--- src/rtl/paj7620_seq.sv ---
// PAJ7620 init/poll sequencer: wake write, config-table stream, periodic gesture read.
// Optional NACK retry enabled by defining PAJ7620_RETRY_EN.
module paj7620_seq #(
    parameter int unsigned CFG_NUM   = 51,
    parameter int unsigned WAKE_DLY  = 1000,
    parameter int unsigned POLL_DLY  = 10000,
    parameter logic [7:0]  GES_REG   = 8'h43,
    parameter int unsigned RETRY_MAX = 3
) (
    input  logic        i2c_clk,
    input  logic        sys_rst_n,
    input  logic        start,
    input  logic        i2c_end,
    input  logic        i2c_nack,
    input  logic [7:0]  rd_data,
    input  logic [15:0] cfg_data,
    output logic [5:0]  cfg_idx,
    output logic        i2c_start,
    output logic        wr_en,
    output logic        rd_en,
    output logic [7:0]  byte_addr,
    output logic [7:0]  wr_data,
    output logic        init_done,
    output logic [7:0]  gesture,
    output logic        gesture_vld,
    output logic        err
);

    localparam int unsigned DLY_MAX = (WAKE_DLY > POLL_DLY) ? WAKE_DLY : POLL_DLY;
    localparam int unsigned CNT_W   = (DLY_MAX > 1) ? $clog2(DLY_MAX) : 1;
    localparam int unsigned IDX_W   = 6;

    typedef enum logic [2:0] {
        S_IDLE,
        S_WAKE_WAIT,
        S_WAKE_DLY,
        S_CFG_ISSUE,
        S_CFG_WAIT,
        S_POLL_DLY,
        S_RD_WAIT,
        S_ERR
    } state_t;

    state_t             state, state_d;
    logic [CNT_W-1:0]   cnt, cnt_d;
    logic [IDX_W-1:0]   cfg_idx_d;
    logic               i2c_start_d, wr_en_d, rd_en_d;
    logic [7:0]         byte_addr_d, wr_data_d;
    logic               init_done_d;
    logic [7:0]         gesture_d;
    logic               gesture_vld_d, err_d;

`ifdef PAJ7620_RETRY_EN
    localparam int unsigned RTY_W = (RETRY_MAX > 0) ? $clog2(RETRY_MAX + 1) : 1;
    logic [RTY_W-1:0]   rty_cnt, rty_cnt_d;
`endif

    // Next-state and next-output logic; every register is loaded from its _d value
    always_comb begin
        state_d       = state;
        cnt_d         = '0;
        cfg_idx_d     = cfg_idx;
        i2c_start_d   = 1'b0;
        wr_en_d       = wr_en;
        rd_en_d       = rd_en;
        byte_addr_d   = byte_addr;
        wr_data_d     = wr_data;
        init_done_d   = init_done;
        gesture_d     = gesture;
        gesture_vld_d = 1'b0;
        err_d         = err;
`ifdef PAJ7620_RETRY_EN
        rty_cnt_d     = rty_cnt;
`endif

        case (state)
            S_IDLE, S_ERR: begin
                if (start) begin
                    state_d     = S_WAKE_WAIT;
                    i2c_start_d = 1'b1;
                    wr_en_d     = 1'b1;
                    rd_en_d     = 1'b0;
                    byte_addr_d = 8'h00;
                    wr_data_d   = 8'h00;
                    err_d       = 1'b0;
                    init_done_d = 1'b0;
                    cfg_idx_d   = '0;
`ifdef PAJ7620_RETRY_EN
                    rty_cnt_d   = '0;
`endif
                end
            end

            // The sensor NACKs the wake access while asleep, so status is ignored
            S_WAKE_WAIT: begin
                if (i2c_end) begin
                    state_d = S_WAKE_DLY;
                end
            end

            S_WAKE_DLY: begin
                if (cnt == CNT_W'(WAKE_DLY - 1)) begin
                    state_d   = S_CFG_ISSUE;
                    cfg_idx_d = '0;
                end else begin
                    cnt_d = cnt + CNT_W'(1);
                end
            end

            S_CFG_ISSUE: begin
                state_d     = S_CFG_WAIT;
                i2c_start_d = 1'b1;
                wr_en_d     = 1'b1;
                rd_en_d     = 1'b0;
                byte_addr_d = cfg_data[15:8];
                wr_data_d   = cfg_data[7:0];
            end

            S_CFG_WAIT: begin
                if (i2c_end) begin
                    if (!i2c_nack) begin
`ifdef PAJ7620_RETRY_EN
                        rty_cnt_d = '0;
`endif
                        if (cfg_idx == IDX_W'(CFG_NUM - 1)) begin
                            state_d     = S_POLL_DLY;
                            init_done_d = 1'b1;
                        end else begin
                            state_d   = S_CFG_ISSUE;
                            cfg_idx_d = cfg_idx + IDX_W'(1);
                        end
                    end else begin
`ifdef PAJ7620_RETRY_EN
                        if (rty_cnt == RTY_W'(RETRY_MAX)) begin
                            state_d   = S_ERR;
                            err_d     = 1'b1;
                            rty_cnt_d = '0;
                        end else begin
                            state_d   = S_CFG_ISSUE;
                            rty_cnt_d = rty_cnt + RTY_W'(1);
                        end
`else
                        state_d = S_ERR;
                        err_d   = 1'b1;
`endif
                    end
                end
            end

            S_POLL_DLY: begin
                if (cnt == CNT_W'(POLL_DLY - 1)) begin
                    state_d     = S_RD_WAIT;
                    i2c_start_d = 1'b1;
                    rd_en_d     = 1'b1;
                    wr_en_d     = 1'b0;
                    byte_addr_d = GES_REG;
                end else begin
                    cnt_d = cnt + CNT_W'(1);
                end
            end

            S_RD_WAIT: begin
                if (i2c_end) begin
                    if (!i2c_nack) begin
`ifdef PAJ7620_RETRY_EN
                        rty_cnt_d = '0;
`endif
                        state_d = S_POLL_DLY;
                        if (rd_data != 8'h00) begin
                            gesture_d     = rd_data;
                            gesture_vld_d = 1'b1;
                        end
                    end else begin
`ifdef PAJ7620_RETRY_EN
                        if (rty_cnt == RTY_W'(RETRY_MAX)) begin
                            state_d   = S_ERR;
                            err_d     = 1'b1;
                            rty_cnt_d = '0;
                        end else begin
                            rty_cnt_d   = rty_cnt + RTY_W'(1);
                            i2c_start_d = 1'b1;
                            rd_en_d     = 1'b1;
                            wr_en_d     = 1'b0;
                            byte_addr_d = GES_REG;
                        end
`else
                        state_d = S_ERR;
                        err_d   = 1'b1;
`endif
                    end
                end
            end

            default: state_d = S_IDLE;
        endcase
    end

    always_ff @(posedge i2c_clk or negedge sys_rst_n) begin
        if (!sys_rst_n) begin
            state       <= S_IDLE;
            cnt         <= '0;
            cfg_idx     <= '0;
            i2c_start   <= 1'b0;
            wr_en       <= 1'b0;
            rd_en       <= 1'b0;
            byte_addr   <= 8'h00;
            wr_data     <= 8'h00;
            init_done   <= 1'b0;
            gesture     <= 8'h00;
            gesture_vld <= 1'b0;
            err         <= 1'b0;
`ifdef PAJ7620_RETRY_EN
            rty_cnt     <= '0;
`endif
        end else begin
            state       <= state_d;
            cnt         <= cnt_d;
            cfg_idx     <= cfg_idx_d;
            i2c_start   <= i2c_start_d;
            wr_en       <= wr_en_d;
            rd_en       <= rd_en_d;
            byte_addr   <= byte_addr_d;
            wr_data     <= wr_data_d;
            init_done   <= init_done_d;
            gesture     <= gesture_d;
            gesture_vld <= gesture_vld_d;
            err         <= err_d;
`ifdef PAJ7620_RETRY_EN
            rty_cnt     <= rty_cnt_d;
`endif
        end
    end

endmodule

--- config.mk ---
export PLATFORM = sky130hd
export DESIGN_NAME = paj7620_seq
export DESIGN_NICKNAME = d
export VERILOG_FILES = /design/src/rtl/paj7620_seq.sv
export SDC_FILE = /design/constraint.sdc
export NUM_CORES = 1
export LEC_CHECK = 0
export CORE_AREA = 4 4 78 80
export CTS_BUF_LIST = sky130_fd_sc_hd__clkbuf_8
export CTS_CLUSTER_DIAMETER = 100
export CTS_CLUSTER_SIZE = 25
export DETAILED_ROUTE_END_ITERATION = 6
export DIE_AREA = 0 0 82 84
export GPL_TIMING_DRIVEN = 0
export MAX_ROUTING_LAYER = met4
export PLACE_DENSITY = 0.77
export SKIP_CTS_REPAIR_TIMING = 1
export SYNTH_ARGS = -nofsm -noshare
export SYNTH_HDL_FRONTEND = slang
export SYNTH_SLANG_ARGS = --single-unit
--- constraint.sdc ---
create_clock -name i2c_clk -period 1.92 [get_ports i2c_clk]
set_input_delay 0.384 -clock i2c_clk [delete_from_list [all_inputs] [get_ports i2c_clk]]
set_output_delay 0.384 -clock i2c_clk [all_outputs]
set_load 0.01 [all_outputs]
==> results.json, run 1 <==
{
  "area_growth_pct": 36.7,
  "rsz0062_at_grt": "true",
  "yosys_warnings": 0,
  "die_area_um2": 6890,
  "grt_overflow": 0,
  "drt_iter0_markers": 55,
  "clk_path_buf_depth": 2,
  "drive_above_1_share_pct": 13.2,
  "rows": 27,
  "gp_congestion": 0.848,
  "period_share_pct": 94.6,
  "synthTopCellsByCount": "53 x dfrtp_1, 29 x nand2_1, 27 x nor2_1, 21 x nand3_1",
  "multi_input_area_um2": 1130,
  "setup_viol": 0,
  "ioPinCount": 65,
  "clk_pin_slew_ns": 0.09,
  "final_area_um2": 3420,
  "track_usage_pct": 17.1,
  "core_area_um2": 5410,
  "hold_viol": 0,
  "crit_path_start": "cnt[0]$_DFF_PN0_",
  "antenna_found_initial": 0,
  "mappedNetlistNets": 276,
  "grt_pass1_wl_um": 9270,
  "muxShareOfSynthArea_pct": 3.55,
  "synth_top_area_cell": "dfrtp_1",
  "ys_types": 52,
  "setup_slack_ns": 0.104,
  "synth-seq-cells": 53,
  "cts-root-buf": "clkbuf_8",
  "arrival_ns": 2.01,
  "hpwlAfterDp_um": 3990,
  "post-place-ws_ns": -0.434,
  "nNetsFinal": 350,
  "die_h_um": 84,
  "reg2reg_from": "cnt[0]$_DFF_PN0_",
  "status": "finished, final reports clean",
  "yosys-top-cells-area": "dfrtp_1 53%, nand2_1 4.3%, nand3_1 4.2%",
  "yosys.area_share.adder_pct": 1.50,
  "syn_area_um2": 2500,
  "synthArstFlopShare_pct": 100,
  "hold_path_class": "primary input to async pin",
  "cts_tree": "yes",
  "vias": 2026,
  "p_per_area_nw_per_um2": 1290,
  "fillers": 448,
  "wire_per_inst_um": 13.8,
  "final.min_clock_period_ns": 1.82,
  "drt_first_pass_iters": 4,
  "fin_total_pwr_mw": 4.42,
  "ys_seq_area_share_pct": 53.0,
  "max_slew.worst_pin.slew_ns": 0.599,
  "crit_end": "byte_addr[2]$_DFFE_PN0P_",
  "clock_sinks": 53,
  "totalWireLength_um": 5380,
  "irDropWorstVdd_mv": 0.676,
  "synth_top_family_by_area": "simple AND/OR/NAND/NOR gates",
  "fp.dieW_um": 82,
  "syn-instance-count": 244,
  "placed_area_um2": 3250,
  "end_kind": "register",
  "via_per_inst": 5.18,
  "crit_path_max_fanout": 6,
  "h-tree-depth": 2,
  "synth-compound-area-share_pct": 12.0,
  "fmax_mhz": 551,
  "grt_max_degree": 33,
  "clock_skew_ns": 0.00395,
  "ff2ff_setup_slack_ns": 0.10,
  "cts_buffers": 5,
  "total_leakage_power_nw": 1.49,
  "synth_xor_area_share_pct": 4.20,
  "io_buffers": 64,
  "rr_worst_depth": 7,
  "relSlewSlack_pct": 59.7,
  "slew_viol_final": 0,
  "cap_violations": 0,
  "crit_type": "register to register",
  "initial_core_util_pct": 46.3,
  "yosysMostFrequentCell": "dfrtp_1",
  "synth_ff_type": "dfrtp_1",
  "synth_top_area_share_pct": 53.0,
  "yosys.area_share.simple_pct": 21.5,
  "crit_path_start_kind": "register",
  "seqCellArea_um2": 1330,
  "clk_latency_ns": 0.30,
  "required_ns": 2.12,
  "ant_nets": 0,
  "insertedDiodeCount": 0,
  "reg2reg_to": "byte_addr[2]$_DFFE_PN0P_",
  "grt_pass1_vias": 2011,
  "synth_edf_count": 0,
  "syn_area_per_cell_um2": 10.3,
  "drc_errors": 0
}
worst max-delay path, stage by stage (launching register included):
cell	delay, ns
dfrtp_1	0.43
ha_4	0.16
nor4b_4	0.22
and4_4	0.28
nand3_1	0.09
and2_4	0.17
buf_6	0.13
a22o_1	0.23
cell type report:
cell class / instances / area share, %
well taps: 72 / 2.63
clock buffers: 5 / 2.01
clock inverters: 3 / 0.548
repair buffers: 67 / 19.8
plain buffers: 11 / 2.12
flip-flops and latches: 53 / 38.7
inverters: 8 / 1.02
multi-input cells: 172 / 33.1
state kept, by name (all words and copies together) (netlist names):
name	cells
cnt	14
byte_addr	8
gesture	8
wr_data	8
cfg_idx	6
state	3
err	1
gesture_vld	1
i2c_start	1
init_done	1
rd_en	1
wr_en	1
worst min path at each step:
stage / slack [ns] / endpoint
6_report: 0.04 / gesture[6]$_DFFE_PN0P_
5_1_grt: 0.07 / gesture_vld$_DFF_PN0_
4_1_cts: 0.05 / gesture[7]$_DFFE_PN0P_
3_5_place_dp: 0.39 / gesture[7]$_DFFE_PN0P_
3_3_place_gp: 0.47 / rd_en$_DFFE_PN0P_
2_1_floorplan: 0.09 / byte_addr[0]$_DFFE_PN0P_
where the power goes:
part	leakage [nW]	switching, mW	total (mW)	internal, mW
Sequential	0.692	0.202	1.65	1.45
Combinational	0.756	1.03	2.16	1.13
Clock	0.0416	0.357	0.609	0.252
Total	1.49	1.59	4.42	2.83
layer usage:
layer | global-route usage, % | up-vias | share of wire, %
met5 | - | - | 0
met4 | 4.68 | 0 | 1.1
met3 | 3.78 | 6 | 6.4
met2 | 26.2 | 55 | 46
met1 | 22.9 | 954 | 47
li1 | - | 1011 | -
layout by cell type, fill, tap and decap left out, types with 3 or more instances in the layout:
cell / n
xor2_1: 7
xnor2_1: 5
buf_2: 5
nand2_1: 29
dfrtp_1: 53
a31oi_1: 6
clkbuf_8: 5
nor4_1: 5
nor2_1: 25
nand3_1: 21
a21oi_1: 7
a22o_1: 6
inv_1: 8
o21ai_0: 5
mux2_2: 6
a41oi_1: 3
buf_4: 4
clkdlybuf4s50_1: 60
and3_1: 4
dlymetal6s2s_1: 3
through the flow:
step / instances / hold WS, ns / utilization (%) / setup TNS (ns)
3_3_place_gp: 380 / 0.472 / 59.8 / -66.25
3_5_place_dp: 381 / 0.389 / 60.1 / -8.29
5_1_grt: 391 / 0.0718 / 63.3 / -0.0499
2_1_floorplan: 244 / 0.0884 / - / 0
6_report: 391 / 0.0416 / 63.3 / 0
4_1_cts: 389 / 0.0523 / 61.7 / -2.12
cell families (layout without fill, tap and decap cells):
kind of cell,after synthesis,after routing
compound gates,41,41
xor+xnor,12,12
fa+ha+maj,3,3
buf+inv,19,94
flops,53,53
mux,8,8
simple gates,108,108
Note: power is estimated with default switching activity, not from simulation.
==> run 2, diff against run 1 <==
CORE_AREA = 2 2 76 78   (was 4 4 78 80)
CTS_CLUSTER_DIAMETER = unset   (was 100)
DIE_AREA = 0 0 78 80   (was 0 0 82 84)
==> results.json, run 2 (synthesized netlist as in run 1, its figures left out) <==
{
  "status": "finished, final reports clean",
  "area_growth_pct": 37.9,
  "fin_total_pwr_mw": 4.57,
  "final.min_clock_period_ns": 1.86,
  "total_leakage_power_nw": 1.49,
  "ioPinCount": 65,
  "drt_iter0_markers": 64,
  "worstPathCellList": "clkdlybuf4s50_1 -> nor3b_2 -> and2_4 -> nor2b_4 -> o21ba_4 -> mux2_1",
  "final_common_cell": "clkdlybuf4s50_1",
  "cts_buffers": 5,
  "hpwlAfterDp_um": 3800,
  "clk_latency_ns": 0.30,
  "required_ns": 2.12,
  "sw_frac_of_total_pct": 34.5,
  "totalWireLength_um": 5290,
  "regMostFlops": "cnt",
  "reg2reg_from": "cnt[0]$_DFF_PN0_",
  "period_share_pct": 97.0,
  "cts-root-buf": "clkbuf_8",
  "insertedDiodeCount": 0,
  "slowest_stage": "clkdlybuf4s50_1",
  "clk_pin_slew_ns": 0.09,
  "p_comb_share_pct": 47.0,
  "fin_util_pct": 63.9,
  "grt_pass1_vias": 1917,
  "largest_reg_flops": 14,
  "rsz0062_at_grt": "false",
  "layout_common_cells": "62 x clkdlybuf4s50_1, 53 x dfrtp_1, 29 x nand2_1, 25 x nor2_1, 21 x nand3_1",
  "fp.dieW_um": 78,
  "crit_path_start_kind": "primary input",
  "nNetsFinal": 351,
  "fmax_mhz": 537,
  "rr_worst_depth": 7,
  "cp.buffers_inverters": 1,
  "drc_errors": 0,
  "h-tree-depth": 2,
  "rows": 27,
  "slew_viol_final": 0,
  "track_usage_pct": 18.0,
  "grt_pass1_wl_um": 8830,
  "power_switching_mw": 1.57,
  "clock_sinks": 53,
  "die_area_um2": 6240,
  "setup_viol": 0,
  "crit_path_max_fanout": 6,
  "clk_path_buf_depth": 2,
  "end_kind": "register",
  "irDropWorstVdd_mv": 0.565,
  "grt_overflow": 0,
  "vias": 2067,
  "ant_nets": 0,
  "ff2ff_setup_slack_ns": 0.12,
  "hold-worst-slack_ns": 0.0484,
  "reg2reg_to": "byte_addr[5]$_DFFE_PN0P_",
  "io_buffers": 64,
  "cpPeakStageDelay_ns": 0.54,
  "cap_violations": 0,
  "cp_top_family": "simple AND/OR/NAND/NOR gates",
  "core_area_um2": 5410,
  "clkPwrFrac_pct": 16.9,
  "cts_tree": "yes",
  "grtUsageMet1_pct": 24.2,
  "grt_max_degree": 32,
  "die_h_um": 80,
  "fillers": 431,
  "drive_above_1_share_pct": 13.4,
  "clock_skew_ns": 0.0102,
  "pwr-share-seq_pct": 36.2,
  "via_per_inst": 5.27,
  "hold_path_class": "primary input to async pin",
  "wire_per_inst_um": 13.5,
  "use_met2_pct": 27.3,
  "antenna_found_initial": 0,
  "final_cells": 392,
  "p_per_area_nw_per_um2": 1320,
  "gp_congestion": 0.846,
  "relSlewSlack_pct": 50.7,
  "hold_viol": 0,
  "met3_usage_pct": 3.73,
  "drt_first_pass_iters": 4,
  "dp.cells": 381,
  "max_slew.worst_pin.slew_ns": 0.733,
  "intPower_mw": 2.99,
  "initial_core_util_pct": 46.3,
  "top_usage_layer": "met2",
  "crit_type": "primary input to register",
  "arrival_ns": 2.06
}
==> run 2: cell types whose count changed in the layout (fill, tap and decap cells not counted) <==
cell / delta
clkdlybuf4s50_1: +2
clkinvlp_4: -2
o21ai_0: +1
dlymetal6s2s_1: -2
nor3b_2: +1
a21boi_2: +1
bufinv_16: +1
o21ai_1: -1
nor3b_4: -1
clkbuf_8: +1
==> run 2: worst register-to-register path: cells and delay by family (launching register included) <==
kind                       cells  cell delay [ns]
buffers and inverters          1             0.13
and+or+nand+nor                4             0.75
adders and majority gates      1             0.17
AOI/OAI and AO/OA              1             0.23
DFF                            1             0.42
==> run 2: how the worst max path moves through the flow <==
stage	startpoint	to	cells after the start
3_5_place_dp	i2c_end	cfg_idx[1]$_DFFE_PN0P_	6
6_report	i2c_end	cfg_idx[1]$_DFFE_PN0P_	6
4_1_cts	cnt[0]$_DFF_PN0_	cnt[7]$_DFF_PN0_	7
3_3_place_gp	sys_rst_n	cnt[1]$_DFF_PN0_	1
2_1_floorplan	cnt[0]$_DFF_PN0_	byte_addr[2]$_DFFE_PN0P_	7
5_1_grt	i2c_end	cfg_idx[1]$_DFFE_PN0P_	6
==> run 2: area by class of cell <==
| cell class | count | area (um^2) | share of cell area [%] |
|---|---|---|---|
| inverter | 8 | 35.0 | 1.01 |
| buffer | 11 | 72.6 | 2.10 |
| tap | 72 | 90.1 | 2.61 |
| clock buffer | 6 | 82.6 | 2.39 |
| clock inverter | 2 | 33.8 | 0.979 |
| multi-input combinational | 173 | 1140 | 33.0 |
| sequential | 53 | 1330 | 38.4 |
| timing repair buffer | 67 | 673 | 19.5 |
==> run 2: power groups by stage <==
stage	logic (mW)	clock network [mW]	registers [mW]
floorplan	1.09	0	1.78
global placement	2.07	0	1.65
detailed placement	2.10	0	1.67
CTS	2.12	0.794	1.64
global route	2.34	0.835	1.70
finish	2.14	0.771	1.65
==> run 2: stage by stage <==
| stage | worst slack [ns] | instance area, um^2 | TNS (ns) |
|---|---|---|---|
| 6_report | 0.0572 | 3450 | 0 |
| 5_1_grt | 0.00351 | 3450 | 0 |
| 4_1_cts | -0.132 | 3370 | -1.88 |
| 3_5_place_dp | -0.458 | 3250 | -8.03 |
| 3_3_place_gp | -1.11 | 3230 | -67.20 |
| 2_1_floorplan | 0.185 | 2500 | 0 |
==> run 2: layer usage <==
layer,vias up,part of all wire [%],wire length [um]
met5,-,0,0
met2,59,44,2340
li1,1018,-,-
met1,983,49,2620
met4,0,1.4,74
met3,7,4.9,260
